<file path="config.mk">
export PLATFORM = sky130hd
export DESIGN_NAME = uart_rx_framed
export DESIGN_NICKNAME = d
export VERILOG_FILES = /design/src/rtl/uart_rx_framed.sv
export SDC_FILE = /design/constraint.sdc
export NUM_CORES = 1
export LEC_CHECK = 0
export BUFFER_PORTS_ARGS = -buffer_cell sky130_fd_sc_hd__buf_2
export CORE_UTILIZATION = 30
export DETAILED_ROUTE_END_ITERATION = 8
export PLACE_DENSITY_LB_ADDON = 0.3
export REMOVE_ABC_BUFFERS = 1
export SLEW_MARGIN = 10
export SYNTH_ARGS = -nofsm -noshare
export SYNTH_HDL_FRONTEND = slang
export SYNTH_SLANG_ARGS = --single-unit
export TNS_END_PERCENT = 50
</file>
<file path="constraint.sdc">
create_clock -name clk -period 2.06 [get_ports clk]
set_input_delay 0.206 -clock clk [delete_from_list [all_inputs] [get_ports clk]]
set_output_delay 0.206 -clock clk [all_outputs]
set_load 0.005 [all_outputs]
</file>
<file path="src/rtl/uart_rx_framed.sv">
// uart_rx_framed: oversampled UART receiver with optional parity,
// one or two stop bits and a valid/ready output with error status.
module uart_rx_framed #(
    parameter int DATA_WIDTH = 8,
    parameter int OVERSAMPLE = 16,
    parameter bit PARITY_EN  = 1'b0,
    parameter bit PARITY_ODD = 1'b0,
    parameter int STOP_BITS  = 1
) (
    input  logic                  clk,
    input  logic                  reset,
    input  logic                  din,
    output logic [DATA_WIDTH-1:0] par_out,
    output logic                  out_valid,
    input  logic                  out_ready,
    output logic                  parity_err,
    output logic                  frame_err,
    output logic                  overrun
);

    localparam int M  = OVERSAMPLE / 2;
    localparam int CW = $clog2(OVERSAMPLE);

    localparam logic [CW-1:0] C_LAST = CW'(OVERSAMPLE - 1);
    localparam logic [CW-1:0] C_S0   = CW'(M - 1);
    localparam logic [CW-1:0] C_S1   = CW'(M);
    localparam logic [CW-1:0] C_RES  = CW'(M + 1);

    localparam logic [3:0] B_DLAST = 4'(DATA_WIDTH - 1);
    localparam logic [3:0] B_SLAST = 4'(STOP_BITS - 1);

    localparam logic [2:0] S_IDLE   = 3'd0;
    localparam logic [2:0] S_START  = 3'd1;
    localparam logic [2:0] S_DATA   = 3'd2;
    localparam logic [2:0] S_PARITY = 3'd3;
    localparam logic [2:0] S_STOP   = 3'd4;
    localparam logic [2:0] S_BREAK  = 3'd5;

    logic                  r_sync1;
    logic                  r_sync2;
    logic [2:0]            r_state;
    logic [CW-1:0]         r_cnt;
    logic                  r_s0;
    logic                  r_s1;
    logic [3:0]            r_bitn;
    logic [DATA_WIDTH-1:0] r_shift;
    logic                  r_perr_n;
    logic                  r_ferr_n;

    logic w_ds;
    logic w_res;
    logic w_wrap;
    logic w_bit;
    logic w_last_stop;
    logic w_deliver;

    assign w_ds   = r_sync2;
    assign w_res  = (r_cnt == C_RES);
    assign w_wrap = (r_cnt == C_LAST);
    assign w_bit  = (r_s0 & r_s1) | (r_s0 & w_ds) | (r_s1 & w_ds);

    assign w_last_stop = (r_state == S_STOP) && (r_bitn == B_SLAST);
    assign w_deliver   = w_last_stop && w_res;

    // Two-flop synchroniser for the asynchronous serial line.
    always_ff @(posedge clk or negedge reset) begin
        if (!reset) begin
            r_sync1 <= 1'b1;
            r_sync2 <= 1'b1;
        end else begin
            r_sync1 <= din;
            r_sync2 <= r_sync1;
        end
    end

    // Capture the first two of the three mid-bit majority samples.
    always_ff @(posedge clk or negedge reset) begin
        if (!reset) begin
            r_s0 <= 1'b1;
            r_s1 <= 1'b1;
        end else begin
            if (r_cnt == C_S0) r_s0 <= w_ds;
            if (r_cnt == C_S1) r_s1 <= w_ds;
        end
    end

    // Frame state machine: bit timing, shifting and error tracking.
    always_ff @(posedge clk or negedge reset) begin
        if (!reset) begin
            r_state  <= S_IDLE;
            r_cnt    <= '0;
            r_bitn   <= '0;
            r_shift  <= '0;
            r_perr_n <= 1'b0;
            r_ferr_n <= 1'b0;
        end else begin
            unique case (r_state)
                S_IDLE: begin
                    r_cnt  <= '0;
                    r_bitn <= '0;
                    if (!w_ds) begin
                        r_state  <= S_START;
                        r_perr_n <= 1'b0;
                        r_ferr_n <= 1'b0;
                    end
                end
                S_START: begin
                    r_cnt <= w_wrap ? '0 : r_cnt + 1'b1;
                    if (w_res && w_bit) begin
                        r_state <= S_IDLE;
                        r_cnt   <= '0;
                    end else if (w_wrap) begin
                        r_state <= S_DATA;
                        r_bitn  <= '0;
                    end
                end
                S_DATA: begin
                    r_cnt <= w_wrap ? '0 : r_cnt + 1'b1;
                    if (w_res) begin
                        r_shift <= {w_bit, r_shift[DATA_WIDTH-1:1]};
                    end
                    if (w_wrap) begin
                        if (r_bitn == B_DLAST) begin
                            r_state <= PARITY_EN ? S_PARITY : S_STOP;
                            r_bitn  <= '0;
                        end else begin
                            r_bitn <= r_bitn + 1'b1;
                        end
                    end
                end
                S_PARITY: begin
                    r_cnt <= w_wrap ? '0 : r_cnt + 1'b1;
                    if (w_res) begin
                        r_perr_n <= ((^r_shift) ^ w_bit) != PARITY_ODD;
                    end
                    if (w_wrap) begin
                        r_state <= S_STOP;
                        r_bitn  <= '0;
                    end
                end
                S_STOP: begin
                    r_cnt <= w_wrap ? '0 : r_cnt + 1'b1;
                    if (w_res && !w_bit) r_ferr_n <= 1'b1;
                    if (w_deliver) begin
                        // Leave early so a following start edge is not missed.
                        r_state <= w_bit ? S_IDLE : S_BREAK;
                        r_cnt   <= '0;
                    end else if (w_wrap) begin
                        r_bitn <= r_bitn + 1'b1;
                    end
                end
                S_BREAK: begin
                    r_cnt <= '0;
                    if (w_ds) r_state <= S_IDLE;
                end
                default: begin
                    r_state <= S_IDLE;
                    r_cnt   <= '0;
                end
            endcase
        end
    end

    // Output holding register with handshake and overrun detection.
    always_ff @(posedge clk or negedge reset) begin
        if (!reset) begin
            par_out    <= '0;
            out_valid  <= 1'b0;
            parity_err <= 1'b0;
            frame_err  <= 1'b0;
            overrun    <= 1'b0;
        end else begin
            overrun <= 1'b0;
            if (w_deliver) begin
                par_out    <= r_shift;
                parity_err <= r_perr_n;
                frame_err  <= r_ferr_n | ~w_bit;
                out_valid  <= 1'b1;
                overrun    <= out_valid & ~out_ready;
            end else if (out_valid && out_ready) begin
                out_valid <= 1'b0;
            end
        end
    end

endmodule

</file>
==> impl_table.tex <==
\begin{tabular}{lr}
\hline
Metric & Value \\
\hline
\multicolumn{2}{l}{\textbf{Timing}} \\
Max Clock Freq & 536 MHz \\
Final TNS setup & 0 ns \\
Period utilization & 0.906 \\
Number of hold-slack violations in the final timing report & 0 \\
Max-Slew Margin vs Limit & 0.456 \\
Setup repair after global routing missed its margin & false \\
Max Transition Viols Final & 0 \\
Final number of setup-violating endpoints & 0 \\
Final worst path period need & 1.87 ns \\
Post-route clock skew & about 0.0037 ns \\
Transition at the pin with the smallest max-transition slack & roughly 0.82 ns \\
\multicolumn{2}{l}{\textbf{Global route}} \\
Gr ovfl total & 0 \\
Initial antenna violation count & 0 \\
Maximum number of pins on one net before global-route repair & 38 \\
Global routing usage summed across all routing layers & 0.114 \\
Via count of the first global-routing pass & 1123 \\
Global-route wire length before repair & 5.55 mm \\
\multicolumn{2}{l}{\textbf{CTS}} \\
Clock tree buffer depth & 2 \\
Clock transition at path regs & 0.07 ns \\
Depth of the CTS H-tree & 2 \\
Clock latency reported for the late side of the worst-skew pair & 0.28 ns \\
Number of CTS-inserted buffers & 5 \\
CTS root buf & clkbuf\_8 \\
Sinks on the clock net & 37 \\
Clock tree from TritonCTS & yes \\
\multicolumn{2}{l}{\textbf{Route}} \\
Routed WL & 3.16 mm \\
Number of DRC markers in iteration 0 & 95 \\
Routed vias/inst & roughly 4.8 \\
Number of remaining DRC errors & 0 \\
DRT antenna net count & 0 \\
Detailed Routing Iterations Pass 1 & 4 \\
Average routed wire per standard cell & 12.7 um \\
Total via count in the routed design & 1185 \\
\multicolumn{2}{l}{\textbf{Worst setup path}} \\
Worst path top cell family by delay & compound AO/OA/AOI/OAI gates \\
Data required time at the worst endpoint & 2.19 ns \\
CP cell instances & inv\_1 -> ha\_1 -> and3b\_1 -> a21boi\_0 -> o21ai\_0 -> a21boi\_0 \\
Cell seen most often among critical-path stages & a21boi\_0 \\
Slowest library cell on the worst path & o21ai\_0 \\
Arrival time of data at the critical path endpoint & 2.00 ns \\
Kind of end point of the critical path & flop \\
Classification of the worst setup path & reg2reg \\
Largest stage delay on the critical path & $\sim$0.48 ns \\
Kind of launch point of the worst setup path & flop \\
Maximum net fanout on the critical path & 5 \\
Bufs and invs on worst path & 1 \\
\multicolumn{2}{l}{\textbf{Yosys}} \\
Sequential share of the synthesized area & 0.510 \\
Number of flops mapped to enable cells by yosys & 0 \\
Register bit total from synthesis & 37 \\
Adder-cell area share of the yosys netlist & 0.0466 \\
Synthesized-area fraction occupied by ao, oa, aoi and oai cells & 0.105 \\
Synth warn & 0 \\
Fraction of synthesized cell area in xor and xnor cells & 0.0507 \\
Post-Synth Simple-Gate Area & 0.126 \\
Area of the mapped netlist & approximately 0.0018 sq mm \\
Ys flop type & dfrtp\_1 \\
Number of cells produced by synthesis & approximately 160 \\
Share of flip-flops with an asynchronous set or reset & 1.00 \\
Synth Area per Inst & 11.8 sq um \\
Main combinational cell family by area after synthesis & simple AND/OR/NAND/NOR gates \\
Count of different cell masters after synthesis & 42 \\
Multiplexer fraction of the synthesized cell area & 0.123 \\
\multicolumn{2}{l}{\textbf{Pwr}} \\
Power Dens Cells & 988 mW/mm\^{}2 \\
Maximum resistive drop on vdd & 0.512 mV \\
Leakage power figure & slightly below 1 nW \\
\multicolumn{2}{l}{\textbf{Floorplan}} \\
Initial cell density of the core & 0.310 \\
Total number of placement rows & 28 \\
Die outline area & approximately 0.0064 sq mm \\
Die span in y & 80.0 um \\
Top-level I/O count & 16 \\
Total core area & approximately 0.006 sq mm \\
Chip Width & 80.0 um \\
\multicolumn{2}{l}{\textbf{Outcome}} \\
Run status & complete, no violations \\
\multicolumn{2}{l}{\textbf{Cells and area}} \\
Finished layout cell area & 0.00207 sq mm \\
Number of nets in the layout & 181 \\
Share of layout cells above drive strength 1 & 0.301 \\
Diodes inserted & 0 \\
Synthesis-to-finish area growth & 13.6\% \\
\multicolumn{2}{l}{\textbf{Min path}} \\
HP Class & in2async \\
\multicolumn{2}{l}{\textbf{Placement}} \\
DP Area & 0.00196 sq mm \\
Number of port buffers & 15 \\
Final weighted congestion of routability-driven global placement & just over 0.7 \\
Detail Placement HPWL & 2.20 mm \\
\multicolumn{2}{l}{\textbf{Job}} \\
Number of maximum-capacitance constraint violations & 0 \\
\hline
\end{tabular}
cell type report:
cell class / count / area [sq um]
fill: 598 / 3810
inverter: 6 / 22.5
sequential: 37 / 931
timing repair buffer: 18 / 100
clock buffer: 8 / 90.1
multi-input combinational: 104 / 837
tap: 75 / 93.8
cell usage after synthesis, drive strengths merged, types with 2 or more instances:
master | count | share of area
a211oi | 2 | 0.0082
clkbuf | 3 | 0.0062
inv | 6 | 0.012
mux2 | 19 | 0.12
nor2 | 3 | 0.0062
or2 | 2 | 0.0069
ha | 5 | 0.034
nand2b | 3 | 0.010
dfrtp | 33 | 0.45
o21ai | 10 | 0.027
maj3 | 2 | 0.012
a31oi | 5 | 0.017
nand3 | 3 | 0.0082
dfstp | 4 | 0.058
nor2b | 2 | 0.0069
nand2 | 12 | 0.025
a21oi | 2 | 0.0055
and3 | 3 | 0.013
nand3b | 2 | 0.0082
or3 | 2 | 0.0069
nand4 | 3 | 0.014
buf | 5 | 0.021
a22o | 2 | 0.0096
and3b | 2 | 0.0096
a21boi | 2 | 0.0082
xnor2 | 7 | 0.034
logic make-up after synthesis:
kind of cell,after synthesis
buf+inv,14
fa+ha+maj,7
flops,37
xor+xnor,9
compound gates,28
mux,20
simple gates,40
power by group:
part           switching, mW  internal, mW  total (mW)
clock network          0.250         0.273       0.523
logic                  0.298         0.270       0.568
registers              0.119         0.839       0.958
total                  0.667          1.38        2.05
timing repair:
item / 4_1_cts / 5_1_grt
setup buffers: 0 / 0
endpoints found under the hold margin: 0 / 1
setup endpoints to repair: 0 / 10
hold buffers: 0 / 1
resized for setup: 0 / 2
state kept, by name, summed over array words and instances, names as in the netlist:
signal      cells
r_s1            1
frame_err       1
parity_err      1
overrun         1
r_cnt           4
r_state         3
r_ferr_n        1
r_sync2         1
r_shift         8
r_bitn          4
r_sync1         1
par_out         8
r_s0            1
r_perr_n        1
out_valid       1
placed cells by master, fill, tap and decap left out, types with 3 or more instances in the layout:
| cell | n |
|---|---|
| mux2_2 | 18 |
| nand2_1 | 12 |
| a31oi_1 | 5 |
| inv_1 | 6 |
| dfrtp_1 | 33 |
| dfstp_2 | 4 |
| clkbuf_8 | 6 |
| nand3_1 | 3 |
| buf_2 | 15 |
| ha_1 | 5 |
| nor2_1 | 3 |
| o21ai_0 | 10 |
| xnor2_1 | 7 |
| nand2b_1 | 3 |
layer usage:
metal  routed length (um)  vias up  GRT usage
li1                     -      587          -
met1                 1700      575      0.160
met2                 1300       18      0.157
met3                  114        5     0.0354
met4                   48        0     0.0536
met5                    0        -          0
stage by stage:
stage | hold WS [ns] | utilization | worst slack [ns] | power, mW | cells
after global placement | 0.312 | 0.333 | 0.161 | 1.53 | 239
final | 0.0126 | 0.352 | 0.194 | 2.05 | 248
after floorplan | -0.0896 | - | 0.326 | 1.37 | 147
after detailed placement | 0.314 | 0.333 | 0.0567 | 1.53 | 239
after global routing | 0.0765 | 0.352 | 0.00550 | 2.20 | 248
after CTS | 0.00256 | 0.348 | 0.0204 | 2.06 | 247
final timing paths:
path	cells past startpoint	slack, ns	end	start
max in group asynchronous	1	1.53	par_out[3]	reset
worst min-delay path	1	0.01	overrun	reset
worst min register to register	0	0.36	r_sync2	r_sync1
min in group clk	3	0.18	overrun	out_ready
worst max register to register	6	0.19	r_cnt[1]	r_cnt[1]
worst max-delay path	6	0.19	r_cnt[1]	r_cnt[1]
(Power assumes the default switching activity.)
